==> src/rtl/pipe_ctrl_if.sv <==
// Stall/flush bus between pipe_ctrl (slave) and the stage/exception logic (master).
interface pipe_ctrl_if #(
   parameter int unsigned NSTAGE = 6,
   parameter int unsigned PC_W   = 32,
   parameter int unsigned CNT_W  = 32
);
   logic [NSTAGE-1:0] stallreq;
   logic              flushreq;
   logic [PC_W-1:0]   flush_pc;
   logic [NSTAGE-1:0] stall;
   logic [NSTAGE-1:0] flush;
   logic              redirect_valid;
   logic [PC_W-1:0]   redirect_pc;
   logic              wdog_trip;
   logic [CNT_W-1:0]  stall_cnt;
   logic [CNT_W-1:0]  flush_cnt;

   modport master (
      output stallreq, flushreq, flush_pc,
      input  stall, flush, redirect_valid, redirect_pc, wdog_trip, stall_cnt, flush_cnt
   );

   modport slave (
      input  stallreq, flushreq, flush_pc,
      output stall, flush, redirect_valid, redirect_pc, wdog_trip, stall_cnt, flush_cnt
   );
endinterface

==> src/rtl/pipe_ctrl.sv <==
// Pipeline control: thermometer stall vector, registered flush/redirect, stall watchdog.
// Optional saturating perf counters enabled by defining PIPE_CTRL_PERF_EN.
module pipe_ctrl #(
   parameter int unsigned NSTAGE = 6,
   parameter int unsigned PC_W   = 32,
   parameter int unsigned WDOG_W = 8,
   parameter int unsigned CNT_W  = 32
) (
   input  logic          clk,
   input  logic          rst,
   pipe_ctrl_if.slave    bus
);

   typedef enum logic {IDLE, FLUSH} state_e;

   localparam logic [NSTAGE-1:0] FLUSH_MASK = {NSTAGE{1'b1}} >> 1;
   localparam logic [WDOG_W-1:0] WDOG_MAX   = '1;

   state_e            state_q, state_d;
   logic [PC_W-1:0]   rpc_q, rpc_d;
   logic              pend_q, pend_d;
   logic [PC_W-1:0]   pend_pc_q, pend_pc_d;
   logic [NSTAGE-1:0] flush_q, flush_d;
   logic              rv_q, rv_d;
   logic [WDOG_W-1:0] wcnt_q, wcnt_d;
   logic              trip_q, trip_d;
   logic [NSTAGE-1:0] therm_c;
   logic [NSTAGE-1:0] stall_c;

   // Every stage at or below the highest requester stalls.
   always_comb begin
      logic acc;
      acc     = 1'b0;
      therm_c = '0;
      for (int j = int'(NSTAGE) - 1; j >= 0; j--) begin
         acc        = acc | bus.stallreq[j];
         therm_c[j] = acc;
      end
   end

   // Flush overrides stall; nothing stalls while in reset.
   assign stall_c = (rst && state_q == IDLE) ? therm_c : '0;

   always_comb begin
      state_d   = state_q;
      rpc_d     = rpc_q;
      pend_d    = pend_q;
      pend_pc_d = pend_pc_q;
      case (state_q)
         IDLE: begin
            if (bus.flushreq) begin
               state_d = FLUSH;
               rpc_d   = bus.flush_pc;
            end
         end
         FLUSH: begin
            // A request sampled at the exit edge is consumed by one more FLUSH cycle.
            if (bus.flushreq) begin
               pend_d    = 1'b1;
               pend_pc_d = bus.flush_pc;
            end
            if (pend_d) begin
               state_d = FLUSH;
               rpc_d   = pend_pc_d;
               pend_d  = 1'b0;
            end else begin
               state_d = IDLE;
            end
         end
         default: state_d = IDLE;
      endcase
      flush_d = (state_d == FLUSH) ? FLUSH_MASK : '0;
      rv_d    = (state_d == FLUSH);
   end

   always_comb begin
      wcnt_d = '0;
      if (stall_c[0]) begin
         wcnt_d = (wcnt_q == WDOG_MAX) ? wcnt_q : wcnt_q + WDOG_W'(1);
      end
      trip_d = trip_q | (wcnt_d == WDOG_MAX);
   end

   always_ff @(posedge clk or negedge rst) begin
      if (!rst) begin
         state_q   <= IDLE;
         rpc_q     <= '0;
         pend_q    <= 1'b0;
         pend_pc_q <= '0;
         flush_q   <= '0;
         rv_q      <= 1'b0;
         wcnt_q    <= '0;
         trip_q    <= 1'b0;
      end else begin
         state_q   <= state_d;
         rpc_q     <= rpc_d;
         pend_q    <= pend_d;
         pend_pc_q <= pend_pc_d;
         flush_q   <= flush_d;
         rv_q      <= rv_d;
         wcnt_q    <= wcnt_d;
         trip_q    <= trip_d;
      end
   end

   assign bus.stall          = stall_c;
   assign bus.flush          = flush_q;
   assign bus.redirect_valid = rv_q;
   assign bus.redirect_pc    = rpc_q;
   assign bus.wdog_trip      = trip_q;

`ifdef PIPE_CTRL_PERF_EN
   logic [CNT_W-1:0] stall_cnt_q, stall_cnt_d;
   logic [CNT_W-1:0] flush_cnt_q, flush_cnt_d;

   // Saturating event counters.
   always_comb begin
      stall_cnt_d = stall_cnt_q;
      flush_cnt_d = flush_cnt_q;
      if (stall_c[0] && stall_cnt_q != '1) stall_cnt_d = stall_cnt_q + CNT_W'(1);
      if (state_q == FLUSH && flush_cnt_q != '1) flush_cnt_d = flush_cnt_q + CNT_W'(1);
   end

   always_ff @(posedge clk or negedge rst) begin
      if (!rst) begin
         stall_cnt_q <= '0;
         flush_cnt_q <= '0;
      end else begin
         stall_cnt_q <= stall_cnt_d;
         flush_cnt_q <= flush_cnt_d;
      end
   end

   assign bus.stall_cnt = stall_cnt_q;
   assign bus.flush_cnt = flush_cnt_q;
`else
   assign bus.stall_cnt = '0;
   assign bus.flush_cnt = '0;
`endif

endmodule

==> src/flat_wrapper.sv <==
// flat-port wrapper written by rule: the top's interface ports become plain ports
module pipe_ctrl_flat 
#(
   parameter int unsigned NSTAGE = 6,
   parameter int unsigned PC_W   = 32,
   parameter int unsigned WDOG_W = 8,
   parameter int unsigned CNT_W  = 32
)
  (clk, rst, bus_stallreq, bus_flushreq, bus_flush_pc, bus_stall, bus_flush, bus_redirect_valid, bus_redirect_pc, bus_wdog_trip, bus_stall_cnt, bus_flush_cnt);
  pipe_ctrl_if #(.NSTAGE(NSTAGE), .PC_W(PC_W), .CNT_W(CNT_W)) bus_i ();
  input  logic clk;
  input  logic rst;
  input wire logic [$bits(bus_i.stallreq)-1:0] bus_stallreq;
  input wire logic [$bits(bus_i.flushreq)-1:0] bus_flushreq;
  input wire logic [$bits(bus_i.flush_pc)-1:0] bus_flush_pc;
  output wire logic [$bits(bus_i.stall)-1:0] bus_stall;
  output wire logic [$bits(bus_i.flush)-1:0] bus_flush;
  output wire logic [$bits(bus_i.redirect_valid)-1:0] bus_redirect_valid;
  output wire logic [$bits(bus_i.redirect_pc)-1:0] bus_redirect_pc;
  output wire logic [$bits(bus_i.wdog_trip)-1:0] bus_wdog_trip;
  output wire logic [$bits(bus_i.stall_cnt)-1:0] bus_stall_cnt;
  output wire logic [$bits(bus_i.flush_cnt)-1:0] bus_flush_cnt;
  assign bus_i.stallreq = bus_stallreq;
  assign bus_i.flushreq = bus_flushreq;
  assign bus_i.flush_pc = bus_flush_pc;
  assign bus_stall = bus_i.stall;
  assign bus_flush = bus_i.flush;
  assign bus_redirect_valid = bus_i.redirect_valid;
  assign bus_redirect_pc = bus_i.redirect_pc;
  assign bus_wdog_trip = bus_i.wdog_trip;
  assign bus_stall_cnt = bus_i.stall_cnt;
  assign bus_flush_cnt = bus_i.flush_cnt;
  pipe_ctrl #(.NSTAGE(NSTAGE), .PC_W(PC_W), .WDOG_W(WDOG_W), .CNT_W(CNT_W)) u_core (.clk(clk), .rst(rst), .bus(bus_i));
endmodule
==> config.mk <==
export PLATFORM = sky130hd
export DESIGN_NAME = pipe_ctrl_flat
export DESIGN_NICKNAME = d
export VERILOG_FILES = /design/src/rtl/pipe_ctrl_if.sv /design/src/rtl/pipe_ctrl.sv /design/src/flat_wrapper.sv
export SDC_FILE = /design/constraint.sdc
export NUM_CORES = 1
export LEC_CHECK = 0
export CORE_AREA = 4 4 87 97
export CTS_CLUSTER_DIAMETER = 30
export CTS_CLUSTER_SIZE = 25
export DETAILED_ROUTE_END_ITERATION = 6
export DIE_AREA = 0 0 91 101
export PLACE_DENSITY_LB_ADDON = 0.12
export SYNTH_ARGS = -nofsm -noshare
export SYNTH_HDL_FRONTEND = slang
export SYNTH_SLANG_ARGS = --single-unit
==> constraint.sdc <==
create_clock -name clk -period 1.62 [get_ports clk]
set_input_delay 0.405 -clock clk [delete_from_list [all_inputs] [get_ports clk]]
set_output_delay 0.405 -clock clk [all_outputs]
set_load 0.02 [all_outputs]
Word level (Yosys, flattened, before mapping). Cells that the tools add are included.

Logic and storage cells: 32. Flip-flop bits (word level): 80. Bits of input ports: 41. Output and inout port bits: 110.

Add/subtract/negate cells: 1. Bitwise logic cells: 7. Reductions and logical operators: 2. Multiplexer cells: 12. Equality and inequality tests: 4.

Operators by type and width (number): 32-bit 2-to-1 mux (3); 32-bit case mux with 2 select lines (1); 8-bit == test (second input constant) (2); 8-bit 2-to-1 mux (2); 8-bit by 1-bit adder with 8-bit output (second input constant) (1); 6-bit 2-to-1 mux (1); 1-bit bitwise OR (6); 5-bit 2-to-1 mux (1); 2-bit inequality test (second input constant) (2); 1-bit 2-to-1 mux (3); 1-bit case mux with 2 select lines (1); 2-bit AND reduction (1); 1-bit logical AND (1); 1-bit NOT (1).

Depth between registers and ports, before layout.
Depth after elaboration: 9. Gate-level depth with buffers: 6. Mapped depth without buffers: 6.

Worst setup path before layout. OpenSTA, ideal clock, no wires.

Kind: register to output. Start point: register, netlist name u_core.bus.flush[3]. End point: output bus_stall[0]. Buffers on the path: 0. Stages on the path, launching flop included: 5. Data arrival time: 1265 ps. Path slack: -50 ps. Required time: 1215 ps. Cell sequence: dfrtp_1 nand2b_4 nor2_2 nor2_4 inv_1.

RTL lines: to (decl) (RTL line flat_wrapper.sv:16) `output wire logic [$bits(bus_i.stall)-1:0] bus_stall;`.

Worst setup path in the final report.
Start point: input bus_stallreq[3]. End point: output bus_stall[1].

Word-level cells in the longest chain between the ends: 4.

RTL lines: from (decl) (RTL line flat_wrapper.sv:13) `input wire logic [$bits(bus_i.stallreq)-1:0] bus_stallreq;`; 1-bit bitwise OR (3 in series) (RTL line pipe_ctrl.sv:36) `acc = acc | bus.stallreq[j];`; 6-bit 2-to-1 mux (RTL line pipe_ctrl.sv:42) `assign stall_c = (rst && state_q == IDLE) ? therm_c : '0;`.

Every way passes these cells.

==> metrics.txt <==
Sink Count 42; mapped cell area 2335 um^2; synth top area cells dfrtp_1, buf_4, mux2_2; layout cells sized above 1 26.40%; vias in the first global route 1497; First-pass DRT Iterations 4; DR vias 1616; die area 9191 um^2; critical-path cell list buf_2, nor4_4, buf_4, a21oi_4, buf_6; syn_area_per_cell 11.28 um^2; FF+latch area 1051 um^2; Total Wirelength 5058 um; CTS tree done; maximum operating frequency 0.6164 GHz; Ys Warns 0; number of synthesized flops with an enable pin 0; Clock Path Buffers 2; post-synth top area cell dfrtp_1; Worst IR Drop VDD 0.0003586 V; register bit count reported by yosys 42; Max Cap Viol 0; hold slack 0.2584 ns; Crit path largest cell delay 0.34 ns; Worst EP arrival 1.22 ns; CTS Hold Buffers Added 0; critical path class in -> out; CP bufs+invs 3; Distinct cells, synth 34; sequential element share of the synthesized area 45.02%; CP top delay family buffers and inverters; Detail Route Antenna Nets 0; Total Nets Final 345; final core utilization 43.05%; clock slew at reported path FFs 0.09 ns; critical path peak fanout 2; violated checks setup timing; Lkg Pwr 0.001549 uW; Slew @ Worst Pin 0.5467 ns; number of buffers inserted by port buffering 85; Required @ worst endpoint 1.21 ns; most frequent cell after synthesis buf_4; Via-to-Cell Ratio 4.144; largest net degree at the start of global routing 43; setup TNS -0.003181 ns; initial antenna violation count 0; Inserted Clock Buffers 5; H-Tree Depth 2; first-pass GRT wire length 7534 um; Async S/R FF share, synth 100.0%; initial DRC count 55; crit share post-route 100.1%; wire per inst 12.97 um; Fillers 743; Starting Density 31.41%; Pins Over Slew Limit 0; Die Y 101 um; CORE AREA 7432 um^2; overall power 2735 uW; Worst-Skew Late Latency 0.29 ns; Cell Pwr Density 855.0 nW/um^2; DRC viols 0; # IOs 151; unrepaired setup endpoints after global routing yes; CP Depth 5; Crit. End Element output port; Inserted Diodes 0; grt ovf 0; Slowest-stage cell, CP nor4_4; Synth top cells by count buf_4, dfrtp_1, mux2_2; status complete, but fails checks; final setup violation count 2; FP Rows 33; Post-Syn Instances 207; r2r worst-path depth 5; top cell type's share of synthesized area 45.02%; clk root buf clkbuf_8; DP Wirelength 3745 um; most used flip-flop cell after synthesis dfrtp_1; area of the multi-input gates 998.5 um^2; area grow syn2layout 37.03%; Tot GR Track Use 10.38%; post-route clock skew 0.009142 ns; min-delay worst type in -> async; startpoint types input pin; Final Hold Viols 0; final worst setup slack -0.002257 ns; Chip Width 91 um; Rel. slew slack 63.55%; Final Wtd Congestion 0.7717; Final min period 1.622 ns
through the flow:
step	cells	cell area, um^2	setup slack (ns)
3_5_place_dp	381	3092	-0.8170
5_1_grt	390	3199	-0.06573
2_1_floorplan	271	2580	0.0005095
4_1_cts	389	3146	-0.1564
6_report	390	3199	-0.002257
3_3_place_gp	381	3092	-0.8357
per-layer routing:
layer | track usage [%] | wire (um)
met3 | 3.809 | 484
met2 | 18.06 | 2597
met1 | 11.79 | 1926
met4 | 3.480 | 51
met5 | 0 | 0
path summary, 6_finish.rpt:
check	startpoint	end	slack (ns)
min in group clk	u_core.bus.redirect_pc[26]$_DFFE_PN0P_	u_core.bus.redirect_pc[26]$_DFFE_PN0P_	0.50
setup / recovery	bus_stallreq[3]	bus_stall[1]	-0.002
hold reg to reg	u_core.bus.redirect_pc[26]$_DFFE_PN0P_	u_core.bus.redirect_pc[26]$_DFFE_PN0P_	0.50
hold / removal	rst	u_core.bus.redirect_pc[0]$_DFFE_PN0P_	0.26
max in group asynchronous	rst	u_core.bus.redirect_pc[7]$_DFFE_PN0P_	0.99
setup reg to reg	u_core.wcnt_q[1]$_DFF_PN0_	u_core.bus.wdog_trip$_DFF_PN0_	0.10
sequential cells by signal, summed over array words and instances (netlist names):
signal,cells
u_core.bus.redirect_pc,32
u_core.wcnt_q,8
u_core.bus.flush,1
u_core.bus.wdog_trip,1
layout make-up:
class,instances,area share (%)
multi-input combinational,150,31.21
sequential,42,32.85
clock inverter,1,0.9386
inverter,5,0.5866
tap,87,3.402
timing repair buffer,99,28.43
clock buffer,6,2.581
power breakdown:
part           switching (uW)  internal, uW
clock                     363           494
combinational             417           290
sequential               38.7          1130
layout by cell type, fill, tap and decap left out, types with 2 or more instances in the layout:
cell / netlist / layout
buf_4: 70 / 12
o21ai_0: 2 / 2
conb_1: 1 / 65
and3_1: 3 / 3
dlygate4sd2_1: 0 / 39
nor2_2: 1 / 4
a31oi_1: 2 / 2
nand3_1: 2 / 2
nor3_1: 3 / 3
buf_2: 4 / 5
clkbuf_8: 0 / 6
clkdlybuf4s50_1: 0 / 33
nand2_1: 2 / 2
mux2_2: 32 / 32
buf_6: 0 / 6
inv_1: 5 / 4
nor2_1: 15 / 10
dlymetal6s2s_1: 0 / 2
nor4b_1: 2 / 2
nor2_4: 1 / 3
a211oi_1: 2 / 2
dfrtp_1: 42 / 42
cells by family (layout without fill, tap and decap cells):
logic type | after synthesis | after routing | synth area share, %
other | 1 | 65 | 0.1606
and+or+nand+nor | 37 | 37 | 9.915
adders and majority gates | 1 | 1 | 0.5358
AOI/OAI and AO/OA | 14 | 14 | 4.394
xor gates and xnor gates | 1 | 1 | 0.3752
buffers and inverters | 79 | 111 | 24.17
DFF | 42 | 42 | 45.02
muxes | 32 | 32 | 15.43
worst reg2reg max path, cell delays in order (launching register included):
cell       delay [ns]
dfrtp_1          0.40
ha_1             0.20
and3_4           0.19
and2_4           0.18
a2111oi_2        0.34
a211oi_1         0.08
timing repair:
| action | CTS | global route |
|---|---|---|
| resized for setup | 87 | 13 |
| buffers inserted | 1 | 1 |
| pin swaps | 4 | 2 |
| setup endpoints to repair | 46 | 7 |
| gates cloned | 0 | 0 |
Note: power is estimated with default switching activity, not from simulation.
